## config.mk

```make
export PLATFORM = sky130hd
export DESIGN_NAME = aes_xif_result_buffer
export DESIGN_NICKNAME = d
export VERILOG_FILES = /design/src/rtl/aes_xif_result_buffer.sv
export SDC_FILE = /design/constraint.sdc
export NUM_CORES = 1
export LEC_CHECK = 0
export ABC_AREA = 1
export CAP_MARGIN = 5
export CORE_ASPECT_RATIO = 0.5
export CORE_UTILIZATION = 55
export CTS_CLUSTER_DIAMETER = 150
export DETAILED_ROUTE_END_ITERATION = 10
export GPL_TIMING_DRIVEN = 0
export PLACE_DENSITY = 0.77
export SYNTH_ARGS = -nofsm -noshare
export SYNTH_HDL_FRONTEND = slang
export SYNTH_SLANG_ARGS = --single-unit
export TNS_END_PERCENT = 30
```

## constraint.sdc

```tcl
create_clock -name clk_i -period 10.2 [get_ports clk_i]
set_input_delay 2.04 -clock clk_i [delete_from_list [all_inputs] [get_ports clk_i]]
set_output_delay 2.04 -clock clk_i [all_outputs]
set_load 0.005 [all_outputs]
```

## src/rtl/aes_xif_result_buffer.sv

```systemverilog
// In-order result queue between the AES datapath and the CV-X-IF result port, with commit-kill discard.
// Optional macro AES_RESULT_BYPASS_EN forwards a result combinationally when the queue is empty.
module aes_xif_result_buffer #(
    parameter int X_ID_WIDTH  = 4,
    parameter int X_RFW_WIDTH = 32,
    parameter int DEPTH       = 4
) (
    input  logic                      clk_i,
    input  logic                      rst_i,
    input  logic                      res_valid_i,
    output logic                      res_ready_o,
    input  logic [X_ID_WIDTH-1:0]     res_id_i,
    input  logic [X_RFW_WIDTH-1:0]    res_data_i,
    input  logic [4:0]                res_rd_i,
    input  logic                      res_we_i,
    input  logic                      commit_valid_i,
    input  logic [X_ID_WIDTH-1:0]     commit_id_i,
    input  logic                      commit_kill_i,
    output logic                      result_valid_o,
    input  logic                      result_ready_i,
    output logic [X_ID_WIDTH-1:0]     result_id_o,
    output logic [X_RFW_WIDTH-1:0]    result_data_o,
    output logic [4:0]                result_rd_o,
    output logic                      result_we_o,
    output logic [$clog2(DEPTH):0]    count_o
);

    localparam int PTR_W = $clog2(DEPTH);
    localparam int CNT_W = PTR_W + 1;
    localparam logic [CNT_W-1:0] FULL_CNT = CNT_W'(DEPTH);

    logic [X_ID_WIDTH-1:0]  id_q   [DEPTH];
    logic [X_ID_WIDTH-1:0]  id_d   [DEPTH];
    logic [X_RFW_WIDTH-1:0] data_q [DEPTH];
    logic [X_RFW_WIDTH-1:0] data_d [DEPTH];
    logic [4:0]             rd_q   [DEPTH];
    logic [4:0]             rd_d   [DEPTH];
    logic [DEPTH-1:0]       we_q, we_d;
    logic [DEPTH-1:0]       killed_q, killed_d;

    logic [PTR_W-1:0]       rd_ptr_q, rd_ptr_d;
    logic [PTR_W-1:0]       wr_ptr_q, wr_ptr_d;
    logic [CNT_W-1:0]       count_q, count_d;

    logic                   out_valid_q, out_valid_d;
    logic [X_ID_WIDTH-1:0]  out_id_q, out_id_d;
    logic [X_RFW_WIDTH-1:0] out_data_q, out_data_d;
    logic [4:0]             out_rd_q, out_rd_d;
    logic                   out_we_q, out_we_d;

    logic                   kill_req;
    logic                   bypass_live;
    logic                   bypass_take;
    logic                   push;
    logic                   accept;
    logic                   head_killed;
    logic                   pop;
    logic [PTR_W-1:0]       offset;

    assign res_ready_o = (count_q != FULL_CNT);
    assign count_o     = count_q;
    assign kill_req    = commit_valid_i && commit_kill_i;

    // A same-cycle kill of the incoming ID blocks forwarding; the entry is then stored unkilled.
    always_comb begin
`ifdef AES_RESULT_BYPASS_EN
        bypass_live = (count_q == '0) && res_valid_i &&
                      !(kill_req && (commit_id_i == res_id_i));
`else
        bypass_live = 1'b0;
`endif
        bypass_take = bypass_live && result_ready_i;
    end

    always_comb begin
        id_d     = id_q;
        data_d   = data_q;
        rd_d     = rd_q;
        we_d     = we_q;
        killed_d = killed_q;
        offset   = '0;

        push        = res_valid_i && res_ready_o && !bypass_take;
        accept      = out_valid_q && result_ready_i;
        head_killed = (count_q != '0) && killed_q[rd_ptr_q];
        pop         = accept || head_killed;

        // Kill is applied to the occupied window first so that a simultaneous push stays live.
        for (int i = 0; i < DEPTH; i++) begin
            offset = PTR_W'(i) - rd_ptr_q;
            if (kill_req && ({1'b0, offset} < count_q) && (id_q[i] == commit_id_i)) begin
                killed_d[i] = 1'b1;
            end
        end

        if (push) begin
            id_d[wr_ptr_q]     = res_id_i;
            data_d[wr_ptr_q]   = res_data_i;
            rd_d[wr_ptr_q]     = res_rd_i;
            we_d[wr_ptr_q]     = res_we_i;
            killed_d[wr_ptr_q] = 1'b0;
        end

        wr_ptr_d = push ? wr_ptr_q + PTR_W'(1) : wr_ptr_q;
        rd_ptr_d = pop  ? rd_ptr_q + PTR_W'(1) : rd_ptr_q;
        count_d  = count_q + CNT_W'(push) - CNT_W'(pop);

        // Output registers always mirror the head the queue will hold after this edge.
        out_valid_d = (count_d != '0) && !killed_d[rd_ptr_d];
        out_id_d    = out_valid_d ? id_d[rd_ptr_d]   : '0;
        out_data_d  = out_valid_d ? data_d[rd_ptr_d] : '0;
        out_rd_d    = out_valid_d ? rd_d[rd_ptr_d]   : '0;
        out_we_d    = out_valid_d ? we_d[rd_ptr_d]   : 1'b0;
    end

    always_ff @(posedge clk_i or posedge rst_i) begin
        if (rst_i) begin
            for (int i = 0; i < DEPTH; i++) begin
                id_q[i]   <= '0;
                data_q[i] <= '0;
                rd_q[i]   <= '0;
            end
            we_q        <= '0;
            killed_q    <= '0;
            rd_ptr_q    <= '0;
            wr_ptr_q    <= '0;
            count_q     <= '0;
            out_valid_q <= 1'b0;
            out_id_q    <= '0;
            out_data_q  <= '0;
            out_rd_q    <= '0;
            out_we_q    <= 1'b0;
        end else begin
            id_q        <= id_d;
            data_q      <= data_d;
            rd_q        <= rd_d;
            we_q        <= we_d;
            killed_q    <= killed_d;
            rd_ptr_q    <= rd_ptr_d;
            wr_ptr_q    <= wr_ptr_d;
            count_q     <= count_d;
            out_valid_q <= out_valid_d;
            out_id_q    <= out_id_d;
            out_data_q  <= out_data_d;
            out_rd_q    <= out_rd_d;
            out_we_q    <= out_we_d;
        end
    end

`ifdef AES_RESULT_BYPASS_EN
    assign result_valid_o = out_valid_q || bypass_live;
    assign result_id_o    = bypass_live ? res_id_i   : out_id_q;
    assign result_data_o  = bypass_live ? res_data_i : out_data_q;
    assign result_rd_o    = bypass_live ? res_rd_i   : out_rd_q;
    assign result_we_o    = bypass_live ? res_we_i   : out_we_q;
`else
    assign result_valid_o = out_valid_q;
    assign result_id_o    = out_id_q;
    assign result_data_o  = out_data_q;
    assign result_rd_o    = out_rd_q;
    assign result_we_o    = out_we_q;
`endif

endmodule

```

==> results of run 1 <==
## worst min-delay path: stages (launching register included)
cell and delay [ps]:
dfrtp_1 320, o21ai_0 80, clkinv_1 60
## power groups by stage
stage | sequential, mW | clock, mW | combinational [mW]
CTS | 1.48 | 0.760 | 2.53
global route | 1.52 | 0.797 | 2.85
finish | 1.49 | 0.755 | 2.55
floorplan | 1.47 | 0 | 1.66
global placement | 1.48 | 0 | 2.41
detailed placement | 1.49 | 0 | 2.49
## final cells by class
cell class              count  area [um^2]
clock inverters             5         27.5
repair buffers             99         1010
fillers                  1541         6070
clock buffers              30          629
flip-flops and latches    222         5560
multi-input cells         810         3560
plain buffers              66          335
well taps                 259          324
inverters                 255          965
## cell usage after synthesis
cell type	number
a21oi_1	1
buf_2	43
buf_4	9
clkbuf_1	14
clkinv_1	14
dfrtp_1	222
fa_1	1
ha_1	10
inv_1	238
inv_2	3
nand2_1	459
nand2_2	4
nand2_4	1
nand3_1	96
nand3_2	2
nor2_1	54
nor2_2	4
o21ai_0	168
o21ai_2	2
o21bai_1	3
xnor2_1	2
xor2_1	3
## layer usage
layer  routed length (um)  vias up
li1                     -     4290
met4                  578        0
met2                12700      334
met5                    0        -
met3                 2190       50
met1                12500     4294
## worst paths after layout
check | endpoint | slack (ps) | depth (start not counted)
min in group asynchronous | count_o[0] | 2050 | 2
worst max-delay path | result_id_o[0] | 5990 | 11
worst min-delay path | data_q[109] | 490 | 2
max in group asynchronous | data_q[92] | 7100 | 3
worst min register to register | data_q[109] | 490 | 2
worst max register to register | result_id_o[0] | 7240 | 13
## cells by family (layout without fill, tap and decap cells)
group           count (synthesis)  in the layout  share of synthesized area
simple gates                  620            620                      0.239
buf+inv                       321            455                      0.124
flops                         222            222                      0.534
compound gates                174            174                     0.0851
fa+ha+maj                      11             11                     0.0139
xor+xnor                        5              5                    0.00421
## sequential cells by signal, indices dropped and copies added (netlist names)
| signal | cells |
|---|---|
| count_o | 3 |
| data_q | 128 |
| id_q | 16 |
| killed_q | 4 |
| rd_ptr_q | 2 |
| rd_q | 20 |
| result_data_o | 32 |
| result_id_o | 4 |
| result_rd_o | 5 |
| result_valid_o | 1 |
| result_we_o | 1 |
| we_q | 4 |
| wr_ptr_q | 2 |
==> reports/results.tsv, run 1 <==
metric	value	unit
worst_setup_path_end_kind	flop	
rsz0062_at_grt	false	
cts-root-buf	clkbuf_16	
grt_overflow	0	
insertion_delay	500	ps
fmax	0.238	GHz
fin_ws	5990	ps
syn_area_per_cell	7.69	um^2
outcome	finished, final reports clean	
critPathBufInv	3	
cts_buffers	20	
worst_pin_slew	727	ps
die_x	197	um
synthToLayoutAreaGrowth	19.2	%
timing.rr.start	count_o[2]	
htree_levels	1	
yosysTopAreaCell	dfrtp_1	
synth.distinct_cells	22	
setup_tns	0	ps
p_per_area	386	nW/um^2
synth_cells	1353	
hold_ws	494	ps
synth_warnings	0	
grt_pass1_vias	8937	
ios	99	
clkPwrFrac	0.158	
diodes	0	
max_stage_delay	540	ps
wl_per_cell	16.0	um
grt_max_degree	124	
maxCapViolations	0	
clock_sinks	222	
start_kind	input pin	
final_layout_size_suffix_gt1_frac	0.0693	
busiest_layer	met2	
vias_per_cell	5.14	
postCtsHoldBufs	0	
num_vias	8968	
critPathArrivalTime	4620	ps
dp.cells	1711	
crit_chain	clkdlybuf4s50_1, nand2_2, ha_1, inv_1, ha_1, fa_1, nor2_1, nand2_1, nand3_2, buf_2, nor2_1	
numPortBuffers	98	
ys_ff_latch	222	
synth_nets	1416	
gr-usage-met2	0.474	
die_area	19500	um^2
p_int	2.63	mW
rows	35	
max_slew_margin	0.515	
critPathTopFamily	adder cells	
antenna_found_initial	0	
worstSetupStartpoint	res_valid_i	
synthTopCellsByArea	dfrtp_1 (53%), nand2_1 (17%), inv_1 (8.6%)	
slowest_stage	fa_1	
combPwrFrac	0.532	
path_class	input pin to flop	
grtUsageTotal	0.298	
cts_tree	done	
leakage	6.22	nW
post_dp_cell_area	11800	um^2
final_cell_mix	nand2_1 (459), inv_1 (237), dfrtp_1 (222)	
stdcell_area	12400	um^2
cts_resized	0	
finalNonFillerCells	1746	
initial_core_util	0.563	
vdd_drop_max	178	uV
post-place-ws	5480	ps
period_share	0.412	
drtIter0Drc	846	
use_met3	0.0597	
gp_congestion	0.874	
die_h	99.3	um
route.detailed.drc	0	
final-hold-violation-count	0	
grt_pass1_wl	45200	um
worstHoldPathType	flop to flop	
nNetsFinal	1537	
first_pass_iters	5	
wirelength	28000	um
setup_violations	0	
yosysSeqAreaShare	0.534	
drv_slew	0	
worstPathRequired	10610	ps
clkTransAtPathRegs	70	ps
grtUsageMet1	0.418	
clock_path_buffers	3	
period_needed	4210	ps
finClkSkew	9.64	ps
netSwitchingPower	2.15	mW
hp-start	data_q[109]	
layout_commonest_cell	nand2_1	
synth_top_area_frac	0.534	
power_frac_seq	0.310	
syn_area	10400	um^2
dp_hpwl	18900	um
p_sw_frac	0.450	
p_total	4.79	mW
core	18500	um^2
post_cts_buffers	0	
ant_nets	0	
final_util	0.671	
critPathMaxFanout	10	
(Power assumes the default switching activity.)
==> run 2: changes to the inputs <==
Clock period 10.2 ns to 4.3 ns, I/O delays scaled along.
==> run 2 against run 1 <==
Critical path depth unchanged. First-iteration DRC count fell by 14%. Count of clock-buffer cells in the layout increased by 2. Final area grew 0.84%. Flip-flop and latch count unchanged. Sequential share of layout area down 0.37 points. Register-to-register slack got worse by 6000 ps. Cell count grew 0.34%. Wire length grew 2.2%. Critical endpoint unchanged.
==> reports/results.tsv, run 2 (same netlist as run 1, synthesis figures left out) <==
metric	value	unit	change
clock_sinks	222		unchanged
die_h	99.3	um	unchanged
hold_ws	494	ps	-0.497 ps
rows	35		unchanged
p_per_area	915	nW/um^2	+140%
largest_reg_flops	128		unchanged
drv_slew	0		unchanged
post_cts_buffers	0		unchanged
worst_setup_path_end_kind	flop		
die_area	19500	um^2	unchanged
largest-register	data_q		
max_slew_margin	0.563		+0.0476
final_util	0.677		+0.00562
die_x	197	um	unchanged
nNetsFinal	1543		+0.39%
ant_nets	0		unchanged
ios	99		unchanged
critPathBufInv	3		unchanged
outcome	finished, final reports clean		
max_stage_delay	540	ps	about the same
critPathArrivalTime	3480	ps	-1140 ps
postCtsHoldBufs	0		unchanged
cts-root-buf	clkbuf_16		
layout_commonest_cell	nand2_1		
htree_levels	1		unchanged
grt_max_degree	43		-65%
grtUsageTotal	0.303		+0.00519
final_layout_size_suffix_gt1_frac	0.0710		+0.00173
final_cell_mix	nand2_1 (459), inv_1 (237), dfrtp_1 (222)		
leakage	6.27	nW	+0.71%
rsz0062_at_grt	false		
grt_overflow	0		unchanged
slowest_stage	fa_1		
critPathTopFamily	adder cells		
initial_core_util	0.563		unchanged
clock_path_buffers	3		unchanged
final-hold-violation-count	0		unchanged
dp.cells	1716		+0.29%
cts_resized	0		unchanged
gp_congestion	0.873		-0.13%
route.detailed.drc	0		unchanged
num_vias	9060		+1.0%
clkTransAtPathRegs	70	ps	about the same
wl_per_cell	16.3	um	+1.8%
period_needed	3070	ps	
cts_buffers	21		+5.0%
wirelength	28600	um	+2.2%
setup_violations	0		unchanged
drtIter0Drc	729		-14%
maxCapViolations	0		unchanged
fillCellCount	1528		-0.84%
vdd_drop_max	416	uV	+130%
period_share	0.714		
setup_tns	0	ps	unchanged
post-place-ws	733	ps	-4750 ps
critPathMaxFanout	10		unchanged
finClkSkew	8.06	ps	-1.58 ps
start_kind	input pin		
crit_chain	clkdlybuf4s50_1, nand2_2, ha_1, inv_1, ha_1, fa_1, nor2_1, nand2_1, nand3_2, buf_2, nor2_1		
worstHoldPathType	flop to flop		
stdcell_area	12500	um^2	+0.84%
worst_pin_slew	656	ps	-71.4 ps
dp_hpwl	19600	um	+3.6%
post_dp_cell_area	11800	um^2	+0.76%
synthToLayoutAreaGrowth	20.2	%	
diodes	0		unchanged
p_total	11.4	mW	+140%
finalNonFillerCells	1752		+0.34%
fmax	0.326	GHz	
core	18500	um^2	unchanged
cts_tree	done		
grt_pass1_vias	9068		+1.5%
first_pass_iters	5		unchanged
worstPathRequired	4710	ps	-5900 ps
vias_per_cell	5.17		+0.68%
insertion_delay	500	ps	about the same
numPortBuffers	98		unchanged
path_class	input pin to flop		
antenna_found_initial	0		unchanged
fin_ws	1230	ps	-4760 ps
grt_pass1_wl	46000	um	+1.8%
[run 2: cell types whose count changed in the layout (fill, tap and decap cells not counted)]
cell,delta
buf_12,+6
bufinv_16,+1
clkinv_2,-1
clkbuf_8,-1
buf_16,-1
inv_8,-1
clkbuf_1,+3
[run 2: final cells by class]
type	instances	area (um^2)	share of cell area
inverters	255	961	0.0768
flip-flops and latches	222	5560	0.444
plain buffers	66	335	0.0268
repair buffers	104	1100	0.0880
clock buffers	32	627	0.0501
clock inverters	4	45.0	0.00360
well taps	259	324	0.0259
multi-input cells	810	3560	0.285
[run 2: report_power, final]
part	leakage [nW]	internal (mW)	switching, mW
clock	0.334	1.06	0.786
combinational	3.41	2.06	4.00
sequential	2.52	3.19	0.353
total	6.27	6.31	5.14
[run 2: worst paths after layout]
kind,depth (start not counted),from,to,slack [ps]
max,11,res_valid_i,result_id_o[0],1230
min,2,data_q[47],data_q[47],490
max reg2reg,16,rd_ptr_q[0],result_id_o[0],1290
min reg2reg,2,data_q[47],data_q[47],490
max in group asynchronous,5,rst_i,data_q[6],2750
min in group asynchronous,3,rst_i,data_q[26],790
[run 2: per-layer routing]
layer / track usage / part of all wire / vias to the layer above
met1: 0.426 / 0.44 / 4308
met3: 0.0529 / 0.082 / 62
met2: 0.490 / 0.46 / 368
met4: 0.0829 / 0.023 / 0
met5: 0 / 0 / -
li1: - / - / 4322
[run 2: tightest hold or removal path, cell delays in order (launching register included)]
cell and delay (ps):
dfrtp_1 310, o21ai_0 70, inv_1 70
